`config.mk`:
```
export PLATFORM = sky130hd
export DESIGN_NAME = sample_fifo
export DESIGN_NICKNAME = d
export VERILOG_FILES = /design/src/rtl/sample_fifo_pkg.sv /design/src/rtl/sample_fifo_mem.sv /design/src/rtl/sample_fifo.sv
export SDC_FILE = /design/constraint.sdc
export NUM_CORES = 1
export LEC_CHECK = 0
export ABC_AREA = 1
export CAP_MARGIN = 20
export CORE_UTILIZATION = 48
export DETAILED_ROUTE_END_ITERATION = 16
export PLACE_DENSITY = 0.75
export SLEW_MARGIN = 10
export SYNTH_ARGS = -nofsm -noshare
export SYNTH_HDL_FRONTEND = slang
export SYNTH_HIERARCHICAL = 1
export SYNTH_SLANG_ARGS = --single-unit
```
`constraint.sdc`:
```
create_clock -name clk -period 2.18 [get_ports clk]
set_clock_uncertainty 0.15 [all_clocks]
set_input_delay 0.218 -clock clk [delete_from_list [all_inputs] [get_ports clk]]
set_output_delay 0.218 -clock clk [all_outputs]
set_load 0.005 [all_outputs]
```
`src/rtl/sample_fifo_pkg.sv`:
```
// Shared sizing helpers and pointer arithmetic for the sample FIFO.
package sample_fifo_pkg;

   function automatic int unsigned ptr_w(input int unsigned depth);
      return (depth > 1) ? $clog2(depth) : 1;
   endfunction

   function automatic int unsigned cnt_w(input int unsigned depth);
      return $clog2(depth + 1);
   endfunction

   // Non-power-of-two depths need an explicit wrap, not a free-running rollover.
   function automatic int unsigned wrap_inc(input int unsigned ptr, input int unsigned depth);
      return (ptr == depth - 1) ? 0 : ptr + 1;
   endfunction

endpackage

```
`src/rtl/sample_fifo_mem.sv`:
```
// DEPTH x WIDTH sample storage: synchronous write port, asynchronous read port.
module sample_fifo_mem #(
   parameter int WIDTH = 8,
   parameter int DEPTH = 3,
   parameter int PW    = 2
) (
   input  logic             clk,
   input  logic             we,
   input  logic [PW-1:0]    waddr,
   input  logic [WIDTH-1:0] wdata,
   input  logic [PW-1:0]    raddr,
   output logic [WIDTH-1:0] rdata
);

   logic [WIDTH-1:0] mem_q [DEPTH];

   always_ff @(posedge clk) begin
      if (we) mem_q[waddr] <= wdata;
   end

   assign rdata = mem_q[raddr];

endmodule

```
`src/rtl/sample_fifo.sv`:
```
// Circular sample FIFO with empty bypass, protected overflow/underflow and sync flush.
module sample_fifo
   import sample_fifo_pkg::*;
#(
   parameter int WIDTH     = 8,
   parameter int DEPTH     = 3,
   parameter int AF_THRESH = DEPTH - 1
) (
   input  logic                              clk,
   input  logic                              reset,
   input  logic [WIDTH-1:0]                  in,
   input  logic                              w_enable,
   input  logic                              r_enable,
   input  logic                              flush,
   output logic [WIDTH-1:0]                  out,
   output logic                              out_valid,
   output logic [cnt_w(DEPTH)-1:0]           count,
   output logic                              empty,
   output logic                              full,
   output logic                              almost_full,
   output logic                              overflow,
   output logic                              underflow
);

   localparam int PW = ptr_w(DEPTH);
   localparam int CW = cnt_w(DEPTH);

   logic [PW-1:0]    wr_ptr_q, wr_ptr_d, rd_ptr_q, rd_ptr_d;
   logic [CW-1:0]    count_q, count_d;
   logic [WIDTH-1:0] out_q, out_d, rd_data;
   logic             out_valid_q, out_valid_d;
   logic             empty_q, full_q, af_q;
   logic             ovf_q, ovf_d, udf_q, udf_d;
   logic             wr_acc, rd_acc, bypass, mem_we;

   assign wr_acc = w_enable && (!full_q || r_enable);
   assign rd_acc = r_enable && (!empty_q || w_enable);
   assign bypass = empty_q && r_enable && w_enable;

   sample_fifo_mem #(
      .WIDTH (WIDTH),
      .DEPTH (DEPTH),
      .PW    (PW)
   ) u_mem (
      .clk   (clk),
      .we    (mem_we),
      .waddr (wr_ptr_q),
      .wdata (in),
      .raddr (rd_ptr_q),
      .rdata (rd_data)
   );

   always_comb begin
      wr_ptr_d    = wr_ptr_q;
      rd_ptr_d    = rd_ptr_q;
      count_d     = count_q;
      out_d       = out_q;
      out_valid_d = 1'b0;
      ovf_d       = ovf_q;
      udf_d       = udf_q;
      mem_we      = 1'b0;
      if (flush) begin
         wr_ptr_d = '0;
         rd_ptr_d = '0;
         count_d  = '0;
         ovf_d    = 1'b0;
         udf_d    = 1'b0;
      end else begin
         if (wr_acc) begin
            wr_ptr_d = PW'(wrap_inc(32'(wr_ptr_q), DEPTH));
            mem_we   = !bypass;
         end else if (w_enable) begin
            ovf_d = 1'b1;
         end
         // When full, the read sees the old slot contents before the write edge lands.
         if (rd_acc) begin
            rd_ptr_d    = PW'(wrap_inc(32'(rd_ptr_q), DEPTH));
            out_d       = bypass ? in : rd_data;
            out_valid_d = 1'b1;
         end else if (r_enable) begin
            udf_d = 1'b1;
         end
         if (wr_acc && !rd_acc) count_d = count_q + 1'b1;
         else if (!wr_acc && rd_acc) count_d = count_q - 1'b1;
      end
   end

   always_ff @(posedge clk) begin
      if (reset) begin
         wr_ptr_q    <= '0;
         rd_ptr_q    <= '0;
         count_q     <= '0;
         out_q       <= '0;
         out_valid_q <= 1'b0;
         ovf_q       <= 1'b0;
         udf_q       <= 1'b0;
         empty_q     <= 1'b1;
         full_q      <= 1'b0;
         af_q        <= 1'b0;
      end else begin
         wr_ptr_q    <= wr_ptr_d;
         rd_ptr_q    <= rd_ptr_d;
         count_q     <= count_d;
         out_q       <= out_d;
         out_valid_q <= out_valid_d;
         ovf_q       <= ovf_d;
         udf_q       <= udf_d;
         empty_q     <= (count_d == '0);
         full_q      <= (count_d == CW'(DEPTH));
         af_q        <= (count_d >= CW'(AF_THRESH));
      end
   end

   assign out         = out_q;
   assign out_valid   = out_valid_q;
   assign count       = count_q;
   assign empty       = empty_q;
   assign full        = full_q;
   assign almost_full = af_q;
   assign overflow    = ovf_q;
   assign underflow   = udf_q;

endmodule

```
==> flow_summary.yaml <==
worst_setup_path:
  arrival_ns: 1.69
  crit_top_cell: "nand2_2"
  worstPathRequired_ns: 2.04
  worst-setup-path-type: "in -> reg"
  crit_path_top_delay_cell: "clkdlybuf4s50_1"
  crit_chain: "clkdlybuf4s50_1 -> inv_2 -> nand2_2 -> nand2_2 -> nor3_1 -> inv_1 -> nor3b_2 -> buf_4"
  cp.buffers_inverters: 4
  reg2reg_depth: 6
  timing.critical_path.max_delay_family: "buffers and inverters"
  endpoint_kind: "flip-flop"
  cpPeakStageDelay_ns: 0.58
  critPathMaxFanout: 8
  crit_cells: 8
  setup.worst_path.start_class: "primary input"
global_routing:
  grt_overflow: 0
  grt_use_total_pct: 19.6
  grt_pass1_vias: 1415
  antenna_found_initial: 0
  grt_pass1_wl_mm: 6.20
  grt_max_degree: 17
yosys:
  synth-xor-area-share_pct: 0
  synth_top_cells_by_count: "62 x nand2_1, 34 x inv_1, 24 x edfxtp_1"
  netlist_instances: 210
  synth.most_common_cell: "nand2_1"
  yosysTopAreaCellShare_pct: 37.6
  synth_compound_area_share_pct: 7.25
  yosys.area_share.simple_pct: 24.4
  synth_nets: 223
  synthAdderAreaFrac_pct: 0
  synth-seq-cells: 44
  syn_avg_cell_area_um2: 9.12
  synthArstFlopShare_pct: 0
  synth_area_mm2: 0.00192
  yosysSeqAreaShare_pct: 58.5
  synth_edf_count: 24
  yosys-top-cells-area: "edfxtp_1 38%, dfxtp_1 21%, nand2_1 12%, inv_1 6.7%, nand3_1 4.4%"
  synth_warnings: 6
  synth_ff_type: "edfxtp_1"
  synth_top_family_by_area: "simple AND/OR/NAND/NOR gates"
  synth_cell_types: 25
  synth_area_leader_cell: "edfxtp_1"
  synthMuxAreaShare_pct: 0
placement:
  place.gp.congestion: 0.788
  port_buffers: 28
  hpwlAfterDp_mm: 2.73
  pre_cts_ws_ns: 0.0469
  place_area_mm2: 0.00229
sta:
  hold_viol: 0
  setup_violations: 0
  relSlewSlack_pct: 72.9
  setup_slack_ns: 0.345
  period_minus_slack_ns: 1.83
  grt_setup_unrepaired: "false"
  fin_setup_tns_ns: 0
  worstMarginPinSlew_ns: 0.407
  fin_crit_sh_pct: 84.2
  maxSlewViolCount: 0
  max_freq_ghz: 0.545
die:
  io_pins: 29
  start_util_pct: 51.2
  die_y_um: 65.2
  placeableCoreArea_mm2: 0.00374
  fp-row-count: 22
  die-width_um: 65.2
  dieArea_mm2: 0.00425
clock_network:
  cts_root_buffer: "clkbuf_8"
  cts_tree: "built"
  post_cts_resized: 0
  clock-sinks: 44
  cts.path.max_buffers: 2
  path_clk_slew_ns: 0.08
  h-tree-depth: 2
  cts_setup_buffers: 0
  hold_buffers: 0
  cts_buffers: 5
  worstSkewPairLatency_ns: 0.29
power_and_ir_drop:
  vdd_drop_max_uv: 493
  power.leakage_uw: 0.00104
  power_density_mw_per_mm2: 690
drt:
  drtAntennaViolNets: 0
  avgRoutedWirePerCell_um: 12.2
  drtIter0Drc: 91
  via_count: 1415
  post-route-drc-count: 0
  drt-total-wl_mm: 3.62
  dr.pass1.iters: 4
  vias_per_cell: 4.75
cells_and_area:
  drive_above_1_share_pct: 12.0
  design_area_mm2: 0.00238
  fillers: 335
  n_antenna_cell: 0
  area_growth_pct: 24.2
  final_nets: 262
worst_hold_path:
  holdPathStages: 1
  holdCritPathClass: "reg -> reg"
flow_run:
  cap_violations: 0
outcome:
  status: "finished clean"
[placed cells by master, fill, tap and decap left out]
cell type	count
a21oi_1	2
dfxtp_1	20
nor3_1	4
clkinv_1	2
nor2_4	1
edfxtp_1	24
clkdlybuf4s50_1	28
clkbuf_8	6
o21ai_0	1
o211a_1	1
nand3_2	5
clkinvlp_4	1
nor3b_2	1
nor2_1	9
nand4_1	1
o211ai_1	8
o21ai_4	1
nand3b_1	1
nand2_1	62
inv_2	5
buf_4	8
clkbuf_1	1
nand2_2	2
inv_1	34
nand3_1	17
a211oi_1	3
o21a_1	2
[worst reg2reg max path: cells and delay by family, from the launching register on]
family | cells | cell delay [ns]
buffers and inverters | 3 | 0.37
flip-flops | 1 | 0.35
AND/OR/NAND/NOR | 3 | 0.49
[state kept, by name, indices dropped and copies added, names as in the netlist, 2 cells and up]
| name | flops |
|---|---|
| count | 2 |
| wr_ptr_q | 2 |
| u_mem/mem_q | 24 |
| rd_ptr_q | 2 |
| out | 8 |
[kinds of logic (layout without fill, tap and decap cells)]
family,Yosys count,after routing
DFF,44,44
AOI/OAI and AO/OA,18,18
buffers and inverters,45,85
and+or+nand+nor,103,103
[worst paths after layout]
| path | startpoint | endpoint | slack (ns) |
|---|---|---|---|
| max | r_enable | u_mem/mem_q[1][6] | 0.35 |
| min | underflow | underflow | 0.32 |
| max reg2reg | empty | u_mem/mem_q[1][6] | 0.54 |
| min reg2reg | underflow | underflow | 0.32 |
[report_power, final]
group,internal (uW),switching [uW]
combinational,91.9,104
sequential,902,19.0
clock,258,267
total,1250,390
[final cells by class]
type	instances	area, um^2	area share, %
well taps	48	60.1	2.52
clock buffers	7	86.3	3.63
multi-input cells	121	611	25.7
repair buffers	36	340	14.3
clock inverters	1	7.51	0.315
flip-flops and latches	44	1120	47.1
inverters	41	154	6.47
[per-stage QoR]
stage | total power, uW | hold slack [ns] | cells | util (%)
after CTS | 1650 | 0.327 | 298 | 63.6
after global routing | 1720 | 0.349 | 298 | 63.6
final | 1640 | 0.321 | 298 | 63.6
after global placement | 1130 | 0.297 | 290 | 61.1
after floorplan | 1040 | 0.140 | 210 | -
after detailed placement | 1140 | 0.307 | 290 | 61.1
[metal layers]
layer / up-vias / track usage (%) / part of all wire (%)
met2: 32 / 29.3 / 44
met4: 0 / 10.6 / 1.0
li1: 754 / - / -
met3: 4 / 5.03 / 6.0
met5: - / 0 / 0
met1: 625 / 26.1 / 49
Power figures use the tool's default switching activity.
